===== src/rtl/telemetry_arbiter_pkg.sv =====
// Shared types and constants for the telemetry arbiter.
// The optional checksum is controlled by the TELEM_CHECKSUM_EN macro.
package telemetry_arbiter_pkg;

    // Default first header byte; the receiver resynchronises on it.
    localparam logic [7:0] TELEM_SYNC_DEFAULT = 8'hA5;

    // State encodings kept as plain constants so the state register is a flat vector.
    localparam logic [2:0] ST_IDLE     = 3'd0;
    localparam logic [2:0] ST_HDR_SYNC = 3'd1;
    localparam logic [2:0] ST_HDR_ID   = 3'd2;
    localparam logic [2:0] ST_PAYLOAD  = 3'd3;
    localparam logic [2:0] ST_CKSUM    = 3'd4;

    // Typed view of the same encodings, used for the debug state output.
    typedef enum logic [2:0] {
        TA_IDLE     = 3'd0,
        TA_HDR_SYNC = 3'd1,
        TA_HDR_ID   = 3'd2,
        TA_PAYLOAD  = 3'd3,
        TA_CKSUM    = 3'd4
    } telem_arb_state_t;

endpackage


===== src/rtl/telemetry_arbiter_rr_pick.sv =====
// Combinational round-robin picker: the first requester strictly after
// the pointer wins, wrapping around, so the pointer itself is served last.
module telemetry_arbiter_rr_pick
    import telemetry_arbiter_pkg::*;
#(
    parameter  int N  = 4,
    localparam int IW = $clog2(N)
) (
    input  logic [N-1:0]  req,
    input  logic [IW-1:0] ptr,
    output logic [N-1:0]  gnt,
    output logic [IW-1:0] idx,
    output logic          any
);

    logic [IW-1:0] cand;

    // Scan the requesters in priority order starting one past the pointer.
    always_comb begin
        gnt  = '0;
        idx  = '0;
        any  = 1'b0;
        cand = '0;
        for (int k = 1; k <= N; k++) begin
            cand = IW'((int'(ptr) + k) % N);
            if (!any && req[cand]) begin
                any      = 1'b1;
                gnt[cand] = 1'b1;
                idx      = cand;
            end
        end
    end

endmodule


===== src/rtl/telemetry_arbiter.sv =====
// Packet-granular round-robin arbiter sharing one UART transmitter among
// telemetry producers. Each packet goes out as SYNC_BYTE, source index,
// payload bytes and, when TELEM_CHECKSUM_EN is defined, an XOR checksum
// covering the index and payload.
// Handshakes: a payload byte moves when src_valid[g] and src_ready[g] are
// both high on a clock edge; src_ready only rises for the granted source in
// a free slot (uart_ready high, no start this cycle, no holdoff), and a
// uart_start pulse launches the registered uart_data, which then holds.
module telemetry_arbiter
    import telemetry_arbiter_pkg::*;
#(
    parameter  int          SYSCLK_FREQ    = 100_000_000,
    parameter  int          NUM_SRC        = 4,
    parameter  logic [7:0]  SYNC_BYTE      = TELEM_SYNC_DEFAULT,
    parameter  int          TIMEOUT_CYCLES = 100_000,
    localparam int          IW             = $clog2(NUM_SRC)
) (
    input  logic                   sclk,
    input  logic                   rstn,
    input  logic [NUM_SRC-1:0]     src_valid,
    input  logic [8*NUM_SRC-1:0]   src_data,
    input  logic [NUM_SRC-1:0]     src_last,
    output logic [NUM_SRC-1:0]     src_ready,
    input  logic                   uart_ready,
    output logic                   uart_start,
    output logic [7:0]             uart_data,
    output logic [NUM_SRC-1:0]     grant,
    output logic                   busy,
    output logic                   timeout_err,
    output logic [IW-1:0]          err_src,
    output telem_arb_state_t       state_dbg
);

    localparam int CW = $clog2(TIMEOUT_CYCLES + 1);

    // Reject nonsensical configurations at elaboration time.
    if (SYSCLK_FREQ <= 0 || NUM_SRC < 2 || NUM_SRC > 16 || TIMEOUT_CYCLES < 1) begin : g_bad_cfg
        $error("telemetry_arbiter: unsupported parameter set");
    end

    logic [2:0]          state;
    logic [NUM_SRC-1:0]  grant_r;
    logic [IW-1:0]       gidx;
    logic [IW-1:0]       ptr;
    logic                start_r;
    logic                holdoff;
    logic [7:0]          data_r;
    logic [CW-1:0]       tcnt;
    logic                to_r;
    logic [IW-1:0]       err_r;
`ifdef TELEM_CHECKSUM_EN
    logic [7:0]          xsum;
`endif

    logic [NUM_SRC-1:0]  pick_gnt;
    logic [IW-1:0]       pick_idx;
    logic                pick_any;
    logic                slot;
    logic                g_valid;
    logic                g_last;
    logic [7:0]          g_data;
    logic                xfer;

    telemetry_arbiter_rr_pick #(.N(NUM_SRC)) u_rr_pick (
        .req (src_valid),
        .ptr (ptr),
        .gnt (pick_gnt),
        .idx (pick_idx),
        .any (pick_any)
    );

    // Select the granted source's byte lane and derive the free-slot condition.
    always_comb begin
        g_data = 8'h00;
        for (int i = 0; i < NUM_SRC; i++) begin
            if (gidx == IW'(i)) g_data = src_data[8*i +: 8];
        end
        g_valid = src_valid[gidx];
        g_last  = src_last[gidx];
        slot    = uart_ready && !start_r && !holdoff;
        xfer    = (state == ST_PAYLOAD) && slot && g_valid;
    end

    assign src_ready   = (state == ST_PAYLOAD && slot) ? grant_r : '0;
    assign uart_start  = start_r;
    assign uart_data   = data_r;
    assign grant       = grant_r;
    assign busy        = (state != ST_IDLE);
    assign timeout_err = to_r;
    assign err_src     = err_r;
    assign state_dbg   = telem_arb_state_t'(state);

    // Packet sequencer: arbitration, header/payload/checksum sending, stall abort.
    always_ff @(posedge sclk or negedge rstn) begin
        if (!rstn) begin
            state   <= ST_IDLE;
            grant_r <= '0;
            gidx    <= '0;
            ptr     <= IW'(NUM_SRC - 1);
            start_r <= 1'b0;
            holdoff <= 1'b0;
            data_r  <= 8'h00;
            tcnt    <= '0;
            to_r    <= 1'b0;
            err_r   <= '0;
`ifdef TELEM_CHECKSUM_EN
            xsum    <= 8'h00;
`endif
        end else begin
            start_r <= 1'b0;
            holdoff <= start_r;
            to_r    <= 1'b0;
            case (state)
                ST_IDLE: begin
                    tcnt <= '0;
                    if (pick_any) begin
                        grant_r <= pick_gnt;
                        gidx    <= pick_idx;
                        state   <= ST_HDR_SYNC;
                    end
                end
                ST_HDR_SYNC: begin
                    if (slot) begin
                        start_r <= 1'b1;
                        data_r  <= SYNC_BYTE;
                        state   <= ST_HDR_ID;
                    end
                end
                ST_HDR_ID: begin
                    if (slot) begin
                        start_r <= 1'b1;
                        data_r  <= 8'(gidx);
`ifdef TELEM_CHECKSUM_EN
                        xsum    <= 8'(gidx);
`endif
                        state   <= ST_PAYLOAD;
                    end
                end
                ST_PAYLOAD: begin
                    if (xfer) begin
                        start_r <= 1'b1;
                        data_r  <= g_data;
                        tcnt    <= '0;
`ifdef TELEM_CHECKSUM_EN
                        xsum    <= xsum ^ g_data;
                        if (g_last) state <= ST_CKSUM;
`else
                        if (g_last) begin
                            state   <= ST_IDLE;
                            ptr     <= gidx;
                            grant_r <= '0;
                        end
`endif
                    end else if (slot) begin
                        // Only free slots with nothing offered count as stall time.
                        if (tcnt == CW'(TIMEOUT_CYCLES - 1)) begin
                            to_r    <= 1'b1;
                            err_r   <= gidx;
                            tcnt    <= '0;
                            state   <= ST_IDLE;
                            ptr     <= gidx;
                            grant_r <= '0;
                        end else begin
                            tcnt <= tcnt + 1'b1;
                        end
                    end
                end
`ifdef TELEM_CHECKSUM_EN
                ST_CKSUM: begin
                    if (slot) begin
                        start_r <= 1'b1;
                        data_r  <= xsum;
                        state   <= ST_IDLE;
                        ptr     <= gidx;
                        grant_r <= '0;
                    end
                end
`endif
                default: begin
                    state   <= ST_IDLE;
                    grant_r <= '0;
                end
            endcase
        end
    end

endmodule


===== config.mk =====
export PLATFORM = sky130hd
export DESIGN_NAME = telemetry_arbiter
export DESIGN_NICKNAME = d
export VERILOG_FILES = /design/src/rtl/telemetry_arbiter_pkg.sv /design/src/rtl/telemetry_arbiter_rr_pick.sv /design/src/rtl/telemetry_arbiter.sv
export SDC_FILE = /design/constraint.sdc
export NUM_CORES = 1
export LEC_CHECK = 0
export BUFFER_PORTS_ARGS = -buffer_cell sky130_fd_sc_hd__clkbuf_2
export CAP_MARGIN = 5
export CORE_MARGIN = 1
export CORE_UTILIZATION = 55
export CTS_CLUSTER_SIZE = 16
export DETAILED_ROUTE_END_ITERATION = 6
export MAX_ROUTING_LAYER = met4
export PLACE_DENSITY_LB_ADDON = 0.25
export SETUP_SLACK_MARGIN = 0.1
export SLEW_MARGIN = 20
export SYNTH_ARGS = -nofsm -noshare
export SYNTH_HDL_FRONTEND = slang
export SYNTH_SLANG_ARGS = --single-unit

===== constraint.sdc =====
create_clock -name sclk -period 3.5 [get_ports sclk]
set_input_delay 0.175 -clock sclk [delete_from_list [all_inputs] [get_ports sclk]]
set_output_delay 0.175 -clock sclk [all_outputs]
set_load 0.02 [all_outputs]

==> results.yml, run 1 <==
status:
  status: "complete, no violations"
grt:
  gr-total-overflow: 0
  grt_max_degree: 41
  antenna_found_initial: 0
  grt_pass1_vias: 2149
  grt_pass1_wl_microns: 9830
  grt_use_total: 0.238
clock_tree:
  cts-root-buf: "clkbuf_8"
  postCtsSetupBuffers: 0
  clkLatencyLatePin_ns: 0.28
  clock_sinks: 40
  postCtsResizedCells: 0
  path_clk_slew_ns: 0.07
  hold_buffers: 0
  htreeDepth: 2
  cts_tree: "done"
  ctsLongestPathBuffers: 2
  cts_made_buffers: 5
yosys:
  synth_ff_type: "dfrtp_1"
  postSynthCellCount: 301
  yosysUniqueCellTypes: 64
  syn_nets: 357
  synth_warnings: 0
  synth_area_sq_um: 2900
  synthArstFlopShare: 1.00
  ys_seq_area_frac: 0.346
  ys_seq_elements: 40
  avgSynthCellArea_sq_um: 9.65
  synth_edf_count: 0
floorplanning:
  die-height_microns: 74.7
  start_util: 0.569
  pin_count: 67
  dieArea_sq_um: 5570
  row_count: 26
  core_area_sq_um: 5110
  die_w_microns: 74.7
route:
  vias: 2383
  viasPerCell: 5.61
  route.detailed.wl_per_inst_microns: 14.1
  dr.pass1.iters: 4
  totalWireLength_microns: 5990
  drtAntennaViolNets: 0
  first_iter_violations: 109
  drcViolationCount: 0
timing:
  fmax_mhz: 362
  maxSlewHeadroom: 0.403
  finalSetupViolations: 0
  hold_viol: 0
  period_minus_slack_ns: 2.77
  rsz0062_at_grt: "false"
  clock_skew_ns: 0.00262
  finalSetupTns_ns: 0
  worst_slack_ns: 0.734
  min_period_over_period: 0.790
  tightest_slew_ns: 0.896
  drv_slew: 0
critical_path:
  slowest_stage: "dfstp_2"
  crit_type: "register to register"
  reg2reg_slack_ns: 0.73
  ff2ff_path_depth: 7
  startpoint: "ptr[0]"
  cp_max_fo: 16
  r2r_end: "grant[3]"
  slowest_delay_ns: 0.73
  reg2reg_from: "ptr[0]"
  end_kind: "register"
  path_cells: "inv_1 > ha_1 > mux4_2 > and2_0 > o21ai_0 > o221ai_1 > mux2_4"
  cp-start-kind: "register"
  worstPathArrival_ns: 2.94
  crit_required_ns: 3.67
placed_design:
  portBuffers: 65
  place_ws_ns: 0.762
  gp_congestion: 0.889
  dp_hpwl_microns: 4390
layout:
  antennaDiodeCount: 0
  final_nets: 411
  drive_gt1_frac: 0.299
  syn_to_final_growth_pct: 13.8
worst_hold_path:
  hp-class: "primary input to async pin"
pwr:
  peakVddDrop_mv: 0.472
  powerDensity_nw_per_um2: 714
  p_leak_nw: 1.49
job:
  maxCapViolCount: 0
==> Yosys cell counts (all sizes together) (10+ instances only) <==
cell | count | share of area
o21ai | 14 | 0.025
inv | 22 | 0.028
xnor2 | 11 | 0.033
dfrtp | 38 | 0.33
nand2 | 17 | 0.024
ha | 13 | 0.056
buf | 11 | 0.022
a21oi | 16 | 0.035
nor2 | 29 | 0.038
and2 | 10 | 0.022
nor3b | 11 | 0.030
mux4 | 12 | 0.094
==> worst max-delay path: cells and delay by family (launching register included) <==
| kind | cells | cell delay (ns) |
|---|---|---|
| AO/OA/AOI/OAI | 2 | 0.33 |
| AND/OR/NAND/NOR | 1 | 0.19 |
| adder cells (fa/ha/maj) | 1 | 0.49 |
| flip-flops | 1 | 0.73 |
| multiplexers | 2 | 0.72 |
| buffers and inverters | 1 | 0.20 |
==> state kept, by name, indices dropped and copies added (netlist names) <==
register,flops
gidx,2
err_src,2
grant,4
state_dbg,2
timeout_err,1
ptr,2
tcnt,17
uart_start,1
holdoff,1
uart_data,8
==> layout make-up <==
class                   count  area (sq um)
multi-input cells         220          1720
flip-flops and latches     40          1000
inverters                  22          82.6
well taps                  70          87.6
clock inverters             1          5.00
clock buffers               6          72.6
repair buffers             66           333
fillers                   435          1800
==> worst max-delay path by stage <==
stage / endpoint / slack (ns) / depth (start not counted)
floorplan: grant[0] / 0.85 / 9
global placement: grant[0] / 0.92 / 7
detailed placement: grant[3] / 0.76 / 7
CTS: grant[3] / 0.74 / 7
global route: grant[3] / 0.58 / 7
finish: grant[3] / 0.73 / 7
==> metal layers <==
metal / vias to the layer above / global-route usage / share of wire
li1: 1171 / - / -
met1: 1131 / 0.312 / 0.47
met2: 74 / 0.385 / 0.48
met3: 7 / 0.0402 / 0.042
met4: 0 / 0.0629 / 0.011
met5: - / - / 0
==> report_power, final <==
part	internal (mW)	switching, mW
clock	0.136	0.150
sequential	0.576	0.169
combinational	0.575	0.753
==> cells in the final DEF, fill, tap and decap left out, types with 3 or more instances in the layout <==
cell type	count
a211oi_1	3
a21oi_1	14
and2_0	5
and2_1	5
and3_1	5
clkbuf_2	64
clkbuf_8	5
dfrtp_1	38
ha_1	13
inv_1	22
mux2_2	3
mux2_4	4
mux2i_1	3
mux4_2	11
nand2_1	15
nand3_1	8
nor2_1	28
nor2b_1	4
nor3_1	9
nor3b_1	10
o211ai_1	5
o21ai_0	13
o221ai_1	4
xnor2_1	11
==> cell families after synthesis <==
family / Yosys count / synth area share
and+or+nand+nor: 114 / 0.221
AOI/OAI and AO/OA: 55 / 0.130
buffers and inverters: 41 / 0.0620
DFF: 40 / 0.346
muxes: 24 / 0.145
adders and majority gates: 13 / 0.0560
xor gates and xnor gates: 13 / 0.0392
other: 1 / 0.00129
==> through the flow <==
stage               area (sq um)  hold slack (ns)   util  power (mW)  std cells
finish                      3300           0.0127  0.647        2.36        425
global route                3300           0.0763  0.647        2.55        425
CTS                         3300           0.0774  0.647        2.37        425
detailed placement          3230            0.391  0.632        2.08        418
global placement            3230            0.378  0.632        2.05        418
floorplan                   2900           -0.121      -        1.80        301
Note: power is estimated with default switching activity, not from simulation.
==> run 2, diff against run 1 <==
--- a/config.mk
+++ b/config.mk
@@ -5,6 +5,7 @@
 export SDC_FILE = /design/constraint.sdc
 export NUM_CORES = 1
 export LEC_CHECK = 0
+export ABC_AREA = 1
 export BUFFER_PORTS_ARGS = -buffer_cell sky130_fd_sc_hd__clkbuf_2
 export CAP_MARGIN = 5
 export CORE_MARGIN = 1
==> constraint.sdc (replaced) <==
create_clock -name sclk -period 2.7 [get_ports sclk]
set_input_delay 0.135 -clock sclk [delete_from_list [all_inputs] [get_ports sclk]]
set_output_delay 0.135 -clock sclk [all_outputs]
set_load 0.02 [all_outputs]
==> results.yml, run 2 <==
route:
  viasPerCell: 5.30
  drtAntennaViolNets: 0
  vias: 2880
  first_iter_violations: 192
  drcViolationCount: 0
  dr.pass1.iters: 4
  route.detailed.wl_per_inst_microns: 12.6
  totalWireLength_microns: 6860
critical_path:
  startpoint: "ptr[1]"
  cp-start-kind: "register"
  r2r_end: "grant[0]"
  end_kind: "register"
  crit_type: "register to register"
  crit_required_ns: 2.93
  reg2reg_from: "ptr[1]"
  ff2ff_path_depth: 10
  reg2reg_slack_ns: 0.60
  cp_max_fo: 8
  worstPathArrival_ns: 2.32
placed_design:
  place_ws_ns: 0.666
  dp_cells: 535
  dp_hpwl_microns: 5250
  portBuffers: 65
  placed_area_sq_um: 3330
  gp_congestion: 0.894
yosys:
  syn_nets: 463
  ys_seq_elements: 40
  synth_area_sq_um: 2960
  synth_warnings: 0
  synth_ff_type: "dfrtp_1"
  synthTopCellsByArea: "dfrtp_1 32%, nand2_1 12%, nand3_1 6.6%"
  post-synth-top-count-cell: "nand2_1"
  avgSynthCellArea_sq_um: 7.28
  synth_top_cells_by_count: "95 x nand2_1, 39 x nand3_1, 38 x dfrtp_1"
  synthArstFlopShare: 1.00
  synth_largest_area_cell: "dfrtp_1"
  yosysTopAreaCellShare: 0.321
  yosysUniqueCellTypes: 39
  postSynthCellCount: 407
  synth_edf_count: 0
  ys_seq_area_frac: 0.339
timing:
  hold_viol: 38
  worst_slack_ns: 0.605
  finalSetupViolations: 0
  period_minus_slack_ns: 2.10
  tightest_slew_ns: 0.882
  rsz0062_at_grt: "false"
  min_period_over_period: 0.776
  hold-worst-slack_ns: -0.0542
  finalSetupTns_ns: 0
  drv_slew: 0
  clock_skew_ns: 0.00790
  maxSlewHeadroom: 0.412
  fmax_mhz: 477
grt:
  grt_max_degree: 41
  antenna_found_initial: 0
  grt_pass1_wl_microns: 11600
  grt_pass1_vias: 2555
  gr-total-overflow: 0
  grt_use_total: 0.274
layout:
  syn_to_final_growth_pct: 15.4
  final_nets: 528
  antennaDiodeCount: 0
  fin_cells: 543
  largest-register: "tcnt"
  most-common-layout-cells: "95 x nand2_1, 64 x clkbuf_2, 39 x nand3_1, 38 x dfrtp_1, 35 x inv_1"
  fillCellCount: 460
  largest_reg_flops: 17
  mostFrequentLayoutCell: "nand2_1"
  final_util: 0.665
  drive_gt1_frac: 0.266
  post-route-cell-area_sq_um: 3420
clock_tree:
  clock_sinks: 40
  postCtsSetupBuffers: 0
  clkLatencyLatePin_ns: 0.30
  cts_made_buffers: 5
  postCtsResizedCells: 0
  htreeDepth: 2
  cts_tree: "done"
  ctsLongestPathBuffers: 2
  path_clk_slew_ns: 0.09
  cts-root-buf: "clkbuf_8"
  hold_buffers: 0
worst_hold_path:
  hp-class: "primary input to async pin"
floorplanning:
  die_w_microns: 75.4
  dieArea_sq_um: 5680
  die-height_microns: 75.4
  row_count: 26
  pin_count: 67
  start_util: 0.576
  core_area_sq_um: 5140
job:
  maxCapViolCount: 0
pwr:
  peakVddDrop_mv: 0.473
  power_mw: 3.29
  powerDensity_nw_per_um2: 962
  p_leak_nw: 1.69
status:
  violations: "negative hold slack"
  status: "complete, but fails checks"
==> run 2: metal layers <==
metal | track usage | vias to the layer above | wire length (microns) | part of all wire
met5 | - | - | 0 | 0
met3 | 0.0450 | 10 | 461 | 0.067
li1 | - | 1478 | - | -
met4 | 0.0844 | 0 | 91 | 0.013
met2 | 0.414 | 117 | 3120 | 0.45
met1 | 0.377 | 1275 | 3180 | 0.46
==> run 2: power by group <==
group,total [mW],internal (mW),switching (mW)
Clock,0.410,0.180,0.229
Sequential,0.875,0.734,0.140
Combinational,2.00,0.645,1.36
==> run 2: cells by family (layout without fill, tap and decap cells) <==
kind of cell             after synthesis  in the layout  share of synthesized area
adder cells (fa/ha/maj)               13             13                     0.0549
AND/OR/NAND/NOR                      219            219                      0.370
other                                  1              1                    0.00127
buffers and inverters                 59            125                     0.0853
XOR/XNOR                               5              5                     0.0148
flip-flops                            40             40                      0.339
AO/OA/AOI/OAI                         70             70                      0.135
==> run 2: area by class of cell <==
cell class                      count  area [sq um]  area share
Multi-Input combinational cell    308          1710       0.499
Sequential cell                    40          1000       0.293
Timing Repair Buffer               67           340      0.0995
Inverter                           50           194      0.0567
Tap cell                           70          87.6      0.0256
Clock buffer                        5          68.8      0.0201
Clock inverter                      3          18.8     0.00549
==> run 2: how the worst max path moves through the flow <==
stage | endpoint | slack (ns) | cells past startpoint
after global routing | gidx[0] | 0.38 | 10
after CTS | grant[0] | 0.63 | 10
final | grant[0] | 0.60 | 10
after detailed placement | gidx[1] | 0.67 | 10
after global placement | grant[3] | 0.76 | 10
after floorplan | gidx[1] | 0.85 | 11
==> run 2: worst max-delay path, cell delays in order (launching register included) <==
cell and delay, ns:
dfstp_2 0.62, inv_1 0.17, ha_1 0.36, inv_1 0.08, nand2_2 0.10, nand2_1 0.10
nor2_2 0.22, a21oi_1 0.10, nand3_1 0.08, nand2_1 0.05, o21ai_1 0.14
